==> src/rtl/zarb_seq_if.sv <==
// zarb_seq_if: start/busy/done handshake and operand/product bus
// for the zarb_seq sequential multiplier.
interface zarb_seq_if #(
  parameter int WIDTH = 4
);
  logic               start;
  logic [WIDTH-1:0]   A;
  logic [WIDTH-1:0]   B;
  logic               signed_op;
  logic               busy;
  logic               done;
  logic [2*WIDTH-1:0] F;

  modport master (
    output start,
    output A,
    output B,
    output signed_op,
    input  busy,
    input  done,
    input  F
  );

  modport slave (
    input  start,
    input  A,
    input  B,
    input  signed_op,
    output busy,
    output done,
    output F
  );
endinterface

==> src/rtl/zarb_seq.sv <==
// zarb_seq: WIDTH-iteration shift-add multiplier, one adder.
// SIGNED_MUL_EN compiles in two's-complement mode (signed_op).
module zarb_seq #(
  parameter int WIDTH = 4
) (
  input  logic    clk,
  input  logic    rst,
  zarb_seq_if.slave s
);
  localparam int PW = 2 * WIDTH;
  localparam int AW = PW + 1;
  localparam int CW = $clog2(WIDTH) + 1;

  typedef enum logic [1:0] {
    IDLE,
    RUN,
    DONE
  } state_t;

  state_t state_q, state_d;

  logic [AW-1:0]    mc_q, mc_d;
  logic [AW-1:0]    acc_q, acc_d;
  logic [WIDTH-1:0] mr_q, mr_d;
  logic [CW-1:0]    cnt_q, cnt_d;
  logic [PW-1:0]    f_q, f_d;
  logic             busy_q, busy_d;
  logic             done_q, done_d;

  logic [AW-1:0]    pp;
  logic             last;
  logic             ext;

`ifdef SIGNED_MUL_EN
  logic sgn_q, sgn_d;
  assign ext = s.signed_op & s.A[WIDTH-1];
`else
  logic unused_signed_op;
  assign unused_signed_op = s.signed_op;
  assign ext = 1'b0;
`endif

  assign last = (cnt_q == CW'(WIDTH - 1));
  assign pp   = mr_q[0] ? mc_q : '0;

  always_comb begin
    state_d = state_q;
    mc_d    = mc_q;
    acc_d   = acc_q;
    mr_d    = mr_q;
    cnt_d   = cnt_q;
    f_d     = f_q;
    busy_d  = 1'b0;
    done_d  = 1'b0;
`ifdef SIGNED_MUL_EN
    sgn_d   = sgn_q;
`endif
    unique case (state_q)
      IDLE: begin
        if (s.start) begin
          mc_d    = {{(WIDTH + 1){ext}}, s.A};
          mr_d    = s.B;
          acc_d   = '0;
          cnt_d   = '0;
`ifdef SIGNED_MUL_EN
          sgn_d   = s.signed_op;
`endif
          state_d = RUN;
        end
      end
      RUN: begin
        busy_d = 1'b1;
`ifdef SIGNED_MUL_EN
        // B[WIDTH-1] carries negative weight in two's complement
        if (last && sgn_q) begin
          acc_d = acc_q - pp;
        end else begin
          acc_d = acc_q + pp;
        end
`else
        acc_d = acc_q + pp;
`endif
        mc_d  = {mc_q[AW-2:0], 1'b0};
        mr_d  = mr_q >> 1;
        cnt_d = cnt_q + CW'(1);
        if (last) begin
          state_d = DONE;
        end
      end
      DONE: begin
        done_d  = 1'b1;
        f_d     = acc_q[PW-1:0];
        state_d = IDLE;
      end
      default: begin
        state_d = IDLE;
      end
    endcase
  end

  always_ff @(posedge clk) begin
    if (rst) begin
      state_q <= IDLE;
      mc_q    <= '0;
      acc_q   <= '0;
      mr_q    <= '0;
      cnt_q   <= '0;
      f_q     <= '0;
      busy_q  <= 1'b0;
      done_q  <= 1'b0;
`ifdef SIGNED_MUL_EN
      sgn_q   <= 1'b0;
`endif
    end else begin
      state_q <= state_d;
      mc_q    <= mc_d;
      acc_q   <= acc_d;
      mr_q    <= mr_d;
      cnt_q   <= cnt_d;
      f_q     <= f_d;
      busy_q  <= busy_d;
      done_q  <= done_d;
`ifdef SIGNED_MUL_EN
      sgn_q   <= sgn_d;
`endif
    end
  end

  assign s.busy = busy_q;
  assign s.done = done_q;
  assign s.F    = f_q;
endmodule

==> src/flat_wrapper.sv <==
// flat-port wrapper written by rule: the top's interface ports become plain ports
module zarb_seq_flat 
#(
  parameter int WIDTH = 4
)
  (clk, rst, s_start, s_A, s_B, s_signed_op, s_busy, s_done, s_F);
  zarb_seq_if #(.WIDTH(WIDTH)) s_i ();
  input  logic clk;
  input  logic rst;
  input wire logic [$bits(s_i.start)-1:0] s_start;
  input wire logic [$bits(s_i.A)-1:0] s_A;
  input wire logic [$bits(s_i.B)-1:0] s_B;
  input wire logic [$bits(s_i.signed_op)-1:0] s_signed_op;
  output wire logic [$bits(s_i.busy)-1:0] s_busy;
  output wire logic [$bits(s_i.done)-1:0] s_done;
  output wire logic [$bits(s_i.F)-1:0] s_F;
  assign s_i.start = s_start;
  assign s_i.A = s_A;
  assign s_i.B = s_B;
  assign s_i.signed_op = s_signed_op;
  assign s_busy = s_i.busy;
  assign s_done = s_i.done;
  assign s_F = s_i.F;
  zarb_seq #(.WIDTH(WIDTH)) u_core (.clk(clk), .rst(rst), .s(s_i));
endmodule
==> config.mk <==
export PLATFORM = sky130hd
export DESIGN_NAME = zarb_seq_flat
export DESIGN_NICKNAME = d
export VERILOG_FILES = /design/src/rtl/zarb_seq_if.sv /design/src/rtl/zarb_seq.sv /design/src/flat_wrapper.sv
export SDC_FILE = /design/constraint.sdc
export NUM_CORES = 1
export LEC_CHECK = 0
export ABC_AREA = 1
export CAP_MARGIN = 10
export CORE_ASPECT_RATIO = 1.5
export CORE_MARGIN = 2
export CORE_UTILIZATION = 48
export DETAILED_ROUTE_END_ITERATION = 12
export MAX_ROUTING_LAYER = met4
export PLACE_DENSITY = 0.74
export SYNTH_ARGS = -nofsm -noshare
export SYNTH_HDL_FRONTEND = slang
export SYNTH_SLANG_ARGS = --single-unit
==> constraint.sdc <==
create_clock -name clk -period 1.6 [get_ports clk]
set_clock_uncertainty 0.1 [all_clocks]
set_input_delay 0.16 -clock clk [delete_from_list [all_inputs] [get_ports clk]]
set_output_delay 0.16 -clock clk [all_outputs]
set_load 0.005 [all_outputs]
==> impl_metrics.json <==
{
  "ys_top_cells_by_count": "nand2_1, dfxtp_1, nor2_1",
  "fillers": 310,
  "clk_pin_slew_ps": 70,
  "synth_nets": 239,
  "ys_ff_latch": 35,
  "register_area_um2": 704,
  "max_slew_margin": 0.762,
  "clk_latency_ps": 290,
  "violations": "setup timing",
  "status": "complete, but fails checks",
  "yosys_warnings": 0,
  "drtAntennaViolNets": 0,
  "vias": 1559,
  "fin_crit_ps": 1640,
  "synthCells": 217,
  "synth-main-ff-cell": "dfxtp_1",
  "grt_pass1_vias": 1421,
  "grt_use_total": 0.227,
  "fin_ws_ps": -39.2,
  "crit_path_end_kind": "flip-flop",
  "die_height_um": 75.6,
  "rrSetupSlack_ps": -40,
  "r2r-start": "u_core.mr_q[0]$_SDFFE_PP0P_",
  "grt_max_degree": 21,
  "cts_root_buffer": "clkbuf_8",
  "start_util": 0.490,
  "crit_start": "u_core.mr_q[0]$_SDFFE_PP0P_",
  "rsz0062_at_grt": "true",
  "drc_errors": 0,
  "synth.cell_area_um2": 1640,
  "drt-total-wl_um": 3840,
  "hpwlAfterDp_um": 2700,
  "die-area_um2": 3910,
  "hold_path_class": "input pin to flip-flop",
  "placed_area_um2": 1980,
  "diodes": 0,
  "fin_nets": 276,
  "io_pins": 22,
  "ctsHoldBuffers": 0,
  "multiInputGateArea_um2": 896,
  "max_freq_ghz": 0.610,
  "grt_pass1_wl_um": 6190,
  "leakage_nw": 0.992,
  "irDropWorstVdd_mv": 0.724,
  "drt_iter0_markers": 21,
  "final_area_um2": 2170,
  "ys_async_sr_fraction": 0,
  "cts_sinks": 35,
  "syn_area_per_cell_um2": 7.56,
  "cts-htree-levels": 2,
  "slowest_stage": "dfxtp_4",
  "cp_slowest_stage_delay_ps": 380,
  "crit_fanout": 8,
  "grt_antenna_before_repair": 0,
  "slew_viol_final": 0,
  "wl_per_cell_um": 13.0,
  "hold_ws_ps": 322,
  "worst_setup_path_start_kind": "flip-flop",
  "viasPerCell": 5.27,
  "hold_violations": 0,
  "worst_pin_slew_ps": 356,
  "drive_gt1_frac": 0.205,
  "cp.required_ps": 1730,
  "synthDistinctLibCells": 23,
  "drtPass1Iterations": 4,
  "yosys.area.top_type": "dfxtp_1",
  "period_share": 1.02,
  "crit_chain": "nand2_2, inv_2, ha_4, fa_2, a21oi_2, nor2_1, nor2_1, nand2_1, a21oi_2",
  "setup_viol": 3,
  "synth.most_common_cell": "nand2_1",
  "port_buffers": 20,
  "grt_overflow": 0,
  "area_growth_pct": 32.2,
  "min_from": "s_B[3]",
  "rows": 26,
  "worstSetupPathType": "flip-flop to flip-flop",
  "arrival_ps": 1770,
  "synth_top_area_share": 0.427,
  "yosysSeqAreaShare": 0.427,
  "cts_buffers": 5,
  "cts_tree": "done",
  "cts_buffer_depth": 2,
  "gp_congestion": 0.824,
  "netlist_top_cells_area": "dfxtp_1, nand2_1, nor2_1",
  "core_um2": 3350,
  "maxCapViolCount": 0,
  "power_density_nw_per_um2": 795,
  "die_w_um": 51.8,
  "synth-edff-count": 0
}
==> per-stage QoR <==
step / setup TNS (ps) / power [mW] / setup WS [ps] / instances / util
floorplan: -19.0 / 1.02 / -16.5 / 217 / -
global placement: -498 / 1.09 / -111 / 287 / 0.590
detailed placement: -743 / 1.09 / -158 / 287 / 0.590
CTS: -103 / 1.73 / -38.9 / 296 / 0.631
global route: -598 / 1.78 / -159 / 296 / 0.647
finish: -84.2 / 1.72 / -39.2 / 296 / 0.647
==> cells by family after synthesis <==
| logic type | share of synthesized area |
|---|---|
| flip-flops | 0.427 |
| AND/OR/NAND/NOR | 0.248 |
| adder cells (fa/ha/maj) | 0.0808 |
| AO/OA/AOI/OAI | 0.160 |
| buffers and inverters | 0.0846 |
==> path summary, 6_finish.rpt <==
kind | to | depth (start not counted)
max | u_core.acc_q[4]$_SDFFE_PP0P_ | 9
min | u_core.mr_q[3]$_SDFFE_PP0P_ | 3
max reg2reg | u_core.acc_q[4]$_SDFFE_PP0P_ | 9
min reg2reg | u_core.mr_q[3]$_SDFFE_PP0P_ | 2
==> flip-flops by register name (all words and copies together), names as in the netlist <==
name	flops
u_core.s.done	1
u_core.mc_q	8
u_core.cnt_q	3
u_core.acc_q	8
u_core.s.F	8
u_core.mr_q	4
u_core.state_q	2
u_core.s.busy	1
==> layout make-up <==
type                            instances  area share
Multi-Input combinational cell        148       0.413
Sequential cell                        35       0.325
Timing Repair Buffer                   37       0.151
Inverter                               27      0.0467
Clock buffer                            6      0.0381
Tap cell                               42      0.0242
Clock inverter                          1     0.00231
==> cell usage in the layout, fill, tap and decap left out, types with 2 or more instances in the layout <==
cell	Yosys	routed
a21oi_1	16	11
a21oi_2	0	5
a32o_1	7	7
buf_4	1	17
clkbuf_8	0	6
clkdlybuf4s50_1	0	20
clkinv_1	2	2
dfxtp_1	35	34
ha_1	9	4
ha_4	0	5
inv_1	22	17
inv_2	3	8
nand2_1	45	41
nand2_2	2	6
nand3_1	13	13
nor2_1	32	32
o21ai_0	10	10
o21ai_1	2	2
o31ai_1	5	5
==> timing repair <==
action / in CTS / in global routing
buffers inserted: 2 / 0
hold endpoints to repair: 0 / 0
endpoints found under the setup margin: 7 / 6
resized for setup: 5 / 15
pin swaps: 2 / 6
==> routing by layer <==
metal,track usage,vias to the layer above,wire length (um)
li1,-,788,-
met1,0.223,738,1520
met2,0.410,24,2100
met3,0.0412,9,80
met4,0.137,0,133
met5,-,-,0
==> power by group <==
part	switching [mW]	internal (mW)	total (mW)	leakage (nW)
sequential	0.0227	0.896	0.919	0.285
clock	0.307	0.337	0.645	0.0470
combinational	0.0893	0.0715	0.161	0.660
total	0.419	1.31	1.72	0.992
==> worst max-delay path, delay by kind of cell, from the launching register on <==
family | cells | cell delay, ps
DFF | 1 | 380
and+or+nand+nor | 4 | 270
adders and majority gates | 2 | 520
buffers and inverters | 1 | 40
AOI/OAI and AO/OA | 2 | 270
(Power assumes the default switching activity.)
